## src/rtl/sdram_req_queue.sv

```systemverilog
// sdram_req_queue: request front-end for sdram_cnt.
// Buffers client read/write requests in an in-order FIFO and issues them one
// at a time to the controller using its rdy/valid protocol. Read data comes
// back to the client in request order. A sticky err flags a stalled controller.
//
// Ports:
//   clk, rst          clock; asynchronous active-low reset
//   req_*             client request channel (valid/ready, we, addr, data)
//   rsp_valid/data    one-cycle read-data pulse; data holds between pulses
//   count, busy, err  occupancy, activity and sticky timeout status
//   mem_en/we/addr/data  drive sdram_cnt en/we/addr_in/data_in
//   mem_rdy/valid/rdata  from sdram_cnt rdy/valid/data_out
module sdram_req_queue #(
  parameter int DEPTH   = 4,
  parameter int AW      = 12,
  parameter int DW      = 32,
  parameter int TIMEOUT = 1024
) (
  input  logic                     clk,
  input  logic                     rst,
  input  logic                     req_valid,
  output logic                     req_ready,
  input  logic                     req_we,
  input  logic [AW-1:0]            req_addr,
  input  logic [DW-1:0]            req_data,
  output logic                     rsp_valid,
  output logic [DW-1:0]            rsp_data,
  output logic [$clog2(DEPTH):0]   count,
  output logic                     busy,
  output logic                     err,
  output logic                     mem_en,
  output logic                     mem_we,
  output logic [AW-1:0]            mem_addr,
  output logic [DW-1:0]            mem_data,
  input  logic                     mem_rdy,
  input  logic                     mem_valid,
  input  logic [DW-1:0]            mem_rdata
);

  localparam int PW = $clog2(DEPTH);
  localparam int CW = PW + 1;
  localparam int TW = $clog2(TIMEOUT + 1);
  localparam int EW = AW + DW + 1;

  typedef enum logic [2:0] {
    IDLE,
    ISSUE,
    WAIT_BUSY,
    WAIT_DATA,
    WAIT_RDY
  } state_t;

  state_t          r_state;
  logic [EW-1:0]   r_fifo [DEPTH];
  logic [PW-1:0]   r_wptr;
  logic [PW-1:0]   r_rptr;
  logic [CW-1:0]   r_count;
  logic [TW-1:0]   r_tmr;
  logic            r_live;
  logic            r_err;
  logic            r_mem_en;
  logic            r_mem_we;
  logic [AW-1:0]   r_mem_addr;
  logic [DW-1:0]   r_mem_data;
  logic            r_rsp_valid;
  logic [DW-1:0]   r_rsp_data;

  logic            w_push;
  logic            w_pop;
  logic            w_tmo;
  logic [EW-1:0]   w_head;

  // r_live keeps req_ready low while in reset and until the first clock after
  // release, even though the registered count is already zero.
  assign req_ready = r_live && (r_count != CW'(DEPTH));
  assign w_push    = req_valid && req_ready;
  assign w_pop     = (r_state == IDLE) && (r_count != '0) && mem_rdy;
  assign w_tmo     = (r_tmr == TW'(TIMEOUT - 1));
  assign w_head    = r_fifo[r_rptr];

  assign count     = r_count;
  assign busy      = (r_count != '0) || (r_state != IDLE);
  assign err       = r_err;
  assign mem_en    = r_mem_en;
  assign mem_we    = r_mem_we;
  assign mem_addr  = r_mem_addr;
  assign mem_data  = r_mem_data;
  assign rsp_valid = r_rsp_valid;
  assign rsp_data  = r_rsp_data;

  // Storage needs no reset: occupancy is tracked by the pointers and count.
  always_ff @(posedge clk) begin
    if (w_push) r_fifo[r_wptr] <= {req_we, req_addr, req_data};
  end

  always_ff @(posedge clk or negedge rst) begin
    if (!rst) begin
      r_state     <= IDLE;
      r_wptr      <= '0;
      r_rptr      <= '0;
      r_count     <= '0;
      r_tmr       <= '0;
      r_live      <= 1'b0;
      r_err       <= 1'b0;
      r_mem_en    <= 1'b0;
      r_mem_we    <= 1'b0;
      r_mem_addr  <= '0;
      r_mem_data  <= '0;
      r_rsp_valid <= 1'b0;
      r_rsp_data  <= '0;
    end else begin
      r_live      <= 1'b1;
      r_mem_en    <= 1'b0;
      r_rsp_valid <= 1'b0;

      if (w_push) r_wptr <= r_wptr + PW'(1);
      if (w_pop)  r_rptr <= r_rptr + PW'(1);
      case ({w_push, w_pop})
        2'b10:   r_count <= r_count + CW'(1);
        2'b01:   r_count <= r_count - CW'(1);
        default: r_count <= r_count;
      endcase

      // The wait counter restarts on each state change; a timeout drops the
      // in-flight request and returns to IDLE without any response.
      case (r_state)
        IDLE: begin
          r_tmr <= '0;
          if (w_pop) begin
            r_mem_we   <= w_head[EW-1];
            r_mem_addr <= w_head[EW-2:DW];
            r_mem_data <= w_head[DW-1:0];
            r_mem_en   <= 1'b1;
            r_state    <= ISSUE;
          end
        end
        ISSUE: begin
          r_tmr   <= '0;
          r_state <= WAIT_BUSY;
        end
        WAIT_BUSY: begin
          if (!mem_rdy) begin
            r_tmr   <= '0;
            r_state <= r_mem_we ? WAIT_RDY : WAIT_DATA;
          end else if (w_tmo) begin
            r_tmr   <= '0;
            r_err   <= 1'b1;
            r_state <= IDLE;
          end else begin
            r_tmr <= r_tmr + TW'(1);
          end
        end
        WAIT_DATA: begin
          if (mem_valid) begin
            r_tmr       <= '0;
            r_rsp_data  <= mem_rdata;
            r_rsp_valid <= 1'b1;
            r_state     <= WAIT_RDY;
          end else if (w_tmo) begin
            r_tmr   <= '0;
            r_err   <= 1'b1;
            r_state <= IDLE;
          end else begin
            r_tmr <= r_tmr + TW'(1);
          end
        end
        WAIT_RDY: begin
          if (mem_rdy) begin
            r_tmr   <= '0;
            r_state <= IDLE;
          end else if (w_tmo) begin
            r_tmr   <= '0;
            r_err   <= 1'b1;
            r_state <= IDLE;
          end else begin
            r_tmr <= r_tmr + TW'(1);
          end
        end
        default: begin
          r_tmr   <= '0;
          r_state <= IDLE;
        end
      endcase
    end
  end

endmodule

```

## config.mk

```make
export PLATFORM = sky130hd
export DESIGN_NAME = sdram_req_queue
export DESIGN_NICKNAME = d
export VERILOG_FILES = /design/src/rtl/sdram_req_queue.sv
export SDC_FILE = /design/constraint.sdc
export NUM_CORES = 1
export LEC_CHECK = 0
export ABC_AREA = 1
export CAP_MARGIN = 5
export CORE_MARGIN = 2
export CORE_UTILIZATION = 40
export DETAILED_ROUTE_END_ITERATION = 10
export MAX_ROUTING_LAYER = met4
export PLACE_DENSITY = 0.62
export SYNTH_ARGS = -nofsm -noshare
export SYNTH_HDL_FRONTEND = slang
export SYNTH_SLANG_ARGS = --single-unit
```

## constraint.sdc

```tcl
create_clock -name clk -period 3.4 [get_ports clk]
set_input_delay 0.51 -clock clk [delete_from_list [all_inputs] [get_ports clk]]
set_output_delay 0.51 -clock clk [all_outputs]
set_load 0.01 [all_outputs]
```

# Word level (Yosys, flattened, before mapping)
# Memory sizes are Yosys's and may differ from the RTL's. A register that Yosys moved wholly into a read port is not among the register bits.
# Cells that the tools add are included.
# Widths: inputs -> output; s select.
[classes]
addsub = 5
eq_ne = 12
n_mux = 24
n_reduce_logical = 14
[op_table]
columns = ["op", "count"]
rows = [
  ["$mux 11", 4],
  ["$pmux 11 s3", 1],
  ["$mux 3", 6],
  ["$pmux 3 s5", 1],
  ["$add 11x1->11 const B", 1],
  ["$eq 11x10->1 const B", 1],
  ["$mux 1", 10],
  ["$reduce_bool 3->1", 3],
  ["$ne 2x2->1 const B", 4],
  ["$eq 3x2->1 const B", 2],
  ["$pmux 3 s2", 1],
  ["$add 2x1->2 const B", 2],
  ["$logic_and 1x1->1", 4],
  ["$reduce_and 2->1", 2],
  ["$reduce_and 4->1", 1],
  ["$add 3x1->3 const B", 1],
  ["$eq 3x1->1 const B", 1],
  ["$eq 3x3->1 const B", 1],
  ["$logic_not 3->1", 1],
  ["$ne 3x3->1 const B", 1],
  ["$pmux 1 s3", 1],
  ["$sub 3x1->3 const B", 1],
  ["$eq 2x1->1 const B", 1],
  ["$eq 2x2->1 const B", 1],
  ["other kinds (3)", 3],
]
[word_totals]
ff_bits = 57
ram_bits = 180
out_inout_bits = 85
memories = 1
[mem_list]
columns = ["name", "words", "width", "read_ports", "rd_clocked_by_memory_dff", "wr", "line", "rtl"]
rows = [
  ["r_fifo", 4, 45, 1, 1, 1, "54", "logic [EW-1:0] r_fifo [DEPTH];"],
]

# Logic depth before layout (Yosys ltp)
[logic_depth]
depth_word = 5
ltp_mapped = 12
mapped_depth_nobuf = 11

# Least setup slack after synthesis
# OpenSTA, ideal clock, no wires.
[synth_timing]
path_type = "register to register"
startpoint = "register r_count[0], in the netlist count[0]"
endpoint = "memory r_fifo[0][0] (netlist bit), enable pin"
arrival_time_ns = 3.045
required_ns = 2.952
slack_ns = -0.093
stages_incl_launch_ff = 5
path_buffers = 0
path_cell_list = "dfrtp_1 -> nor2_1 -> a21boi_0 -> nand2_1 -> nor2_1"
[synth_via]
elab_chain_cells = 5
[synth_rtl]
columns = ["element", "line", "rtl"]
rows = [
  ["from (decl)", "57", "logic [CW-1:0] r_count;"],
  ["from (signal assigned)", "119", "2'b10: r_count <= r_count + CW'(1);"],
  ["from (signal assigned)", "120", "2'b01: r_count <= r_count - CW'(1);"],
  ["from (signal assigned)", "121", "default: r_count <= r_count;"],
  ["$ne 3x3->1", "75", "assign req_ready = r_live && (r_count != CW'(DEPTH));"],
  ["$logic_and 1x1->1", "75", ""],
  ["via req_ready", "22", "output logic req_ready,"],
  ["$logic_and 1x1->1", "76", "assign w_push = req_valid && req_ready;"],
  ["$mux 1", "93", "if (w_push) r_fifo[r_wptr] <= {req_we, req_addr, req_data};"],
  ["$mux 1 (not written as such)", "93", ""],
  ["to (decl)", "54", ""],
]
# The timed path passes the listed nets, and every way through them passes these cells.

# Worst setup path in the final report
[layout_timing]
startpoint = "register r_state[2]"
endpoint = "output port busy"
[layout_via]
elab_chain_cells = 2
[layout_rtl]
columns = ["element", "line", "rtl"]
rows = [
  ["from (decl)", "53", "state_t r_state;"],
  ["from (signal assigned)", "144", "r_state <= r_mem_we ? WAIT_RDY : WAIT_DATA;"],
  ["$reduce_bool 3->1", "82", "assign busy = (r_count != '0) || (r_state != IDLE);"],
  ["$logic_or 1x1->1", "82", ""],
  ["to (decl)", "29", "output logic busy,"],
]
# Every way passes these cells.

==> impl_metrics.toml <==
[run_status]
status = "finished clean"

[logic_synthesis]
syn-cell-area_um2 = 10900
synth-seq-cells = 282
synth_edf_count = 180
yosys_warnings = 0
yosysUniqueCellTypes = 29
synth_top_area_cell = "edfxtp_1"
synthTopCellsByArea = "edfxtp_1, dfrtp_1, nand2_1"
synth_commonest_cells = "nand2_1, edfxtp_1, nor2_1"
synth_top_area_share_pct = 49.6
ys_seq_area_share_pct = 73.1
synth_nets = 1010
synth_most_common_cell = "nand2_1"
syn_area_per_cell_um2 = 11.8
synthFlopType = "edfxtp_1"
synth_cells = 921
async_flop_share_pct = 36.2

[global_route]
grt.overflow.total = 0
grt_pass1_wl_mm = 37.9
grt_start_max_net_pins = 92
track_usage_pct = 17.0
first_global_vias = 7023
antenna_found_initial = 3

[drt]
drtIter0Drc = 508
vias = 7127
drc_errors = 0
avgRoutedWirePerCell_um = 16.2
firstDrtPassIters = 5
drtAntennaViolNets = 0
drt-vias-per-instance = 4.91
wirelength_mm = 23.5

[pwr]
finalPower_uw = 11800
p_leak_uw = 0.00546
vdd_drop_max_v = 0.000473
p_per_area_nw_per_um2 = 851

[finish]
fillers = 2280
layout-drive-gt1-share_pct = 7.59
final_nets = 1173
finalNonFillerCells = 1451
area_growth_syn_to_layout_pct = 27.8
layout.area.seq_um2 = 7960
final_util_pct = 51.9
multi_input_area_um2 = 2570

[floorplanning]
die_x_um = 169
die_h_um = 169
start_util_pct = 40.6
dieArea_um2 = 28600
coreArea_um2 = 26800
io_pins = 167
rows = 60

[cts]
tritoncts = "built"
ctsResizeCount = 0
cts_buffer_depth = 3
postCtsSetupBuffers = 0
cts_root_buffer = "clkbuf_16"
cts_sinks = 282
cts_buffers = 29
clkLatencyLatePin_ns = 0.54
path_clk_slew_ns = 0.06
hold_buffers = 0
h-tree-depth = 1

[timing]
finClkSkew_ns = 0.0187
max_slew.worst_pin.slew_ns = 0.922
max_freq_ghz = 0.426
rsz0062_at_grt = "false"
final-setup-viol-count = 0
period_needed_ns = 2.35
hold_viol = 0
drv_slew = 0
relSlewSlack_pct = 38.5
period_share_pct = 69.1

[run]
max_cap_viol_count = 0

[critical_path]
rr_startpoint = "count[0]$_DFFE_PN0P_"
r2r_slack_ns = 1.11
crit_fanout = 5
cp-start-kind = "flip-flop"
r2r-end = "count[2]$_DFFE_PN0P_"
crit_type = "reg -> out"
cp.required_ns = 2.89
arrival_ns = 1.84
ff2ff_path_depth = 9
worstSetupEndpointType = "output port"

[placed_design]
gp_congestion = 0.756
post-dp-hpwl_mm = 13.7
placed_cells = 1394
port_buffers = 166

[worst_hold_path]
hold_path_class = "in -> async"
layout by cell type (no fill, tap or decap), drive strengths merged:
cell / instances
nand2: 259
edfxtp: 180
clkdlybuf4s50: 165
nor2: 116
dfrtp: 102
o21ai: 95
o22ai: 44
clkbuf: 37
inv: 35
nand3: 16
buf: 12
clkinv: 8
xor2: 7
ha: 6
nand4: 5
a21oi: 5
bufinv: 5
diode: 3
xnor2: 3
clkinvlp: 3
a21boi: 1
nor3: 1
fa: 1
conb: 1
stage by stage:
step	TNS [ns]	cell area, um^2	hold slack, ns	worst slack, ns
after CTS	0	13900	0.0445	1.02
after detailed placement	0	12900	0.461	0.852
after global placement	0	12900	0.455	0.848
after floorplan	-16.68	10900	0.214	-0.0927
final	0	13900	0.0157	1.05
after global routing	0	13900	0.0735	0.910
worst max-delay path, stage by stage (launching register included):
cell             delay, ns
dfrtp_1               0.44
inv_1                 0.11
nand2_2               0.10
inv_2                 0.05
nand3_1               0.06
clkdlybuf4s50_1       0.53
worst max path at each step:
stage               slack [ns]  cells past startpoint                    from                     end
floorplan                -0.09                      4    count[0]$_DFFE_PN0P_  r_fifo[0][0]$_DFFE_PP_
global placement          0.85                      8               req_valid    count[2]$_DFFE_PN0P_
finish                    1.05                      5  r_state[2]$_DFFE_PN0P_                    busy
detailed placement        0.85                      8               req_valid    count[2]$_DFFE_PN0P_
global route              0.91                      9    count[0]$_DFFE_PN0P_    count[2]$_DFFE_PN0P_
CTS                       1.02                      5  r_state[2]$_DFFE_PN0P_                    busy
registers in the layout, indices dropped and copies added (netlist names):
register	flops
r_state	3
count	3
rsp_valid	1
r_live	1
r_wptr	2
mem_addr	12
mem_we	1
err	1
r_fifo	180
rsp_data	32
mem_data	32
r_tmr	11
r_rptr	2
mem_en	1
per-layer routing:
layer  track usage (%)  up-vias  wire length, um  share of wire (%)
met4              3.34        0              328                1.4
li1                  -     3465                -                  -
met2              26.9      214            10500                 45
met1              23.1     3418            11000                 47
met5                 -        -                0                  0
met3              3.62       30             1610                6.8
report_power, final:
| group | internal (uW) | total (uW) | switching (uW) |
|---|---|---|---|
| clock network | 1990 | 3280 | 1290 |
| registers | 4400 | 4740 | 335 |
| logic | 1610 | 3820 | 2210 |
area by class of cell:
class | count | area share, %
Sequential cell | 282 | 57.2
Multi-Input combinational cell | 560 | 18.5
Timing Repair Buffer | 177 | 13.1
Clock buffer | 37 | 5.58
Tap cell | 341 | 3.07
Clock inverter | 17 | 1.61
Inverter | 34 | 0.917
Antenna cell | 3 | 0.0540
kinds of logic after synthesis:
| logic type | share of synthesized area [%] |
|---|---|
| other cells | 0.0344 |
| simple gates | 14.5 |
| compound gates | 7.19 |
| fa+ha+maj | 0.873 |
| xor+xnor | 0.805 |
| buf+inv | 3.54 |
| flops | 73.1 |
Power figures use the tool's default switching activity.
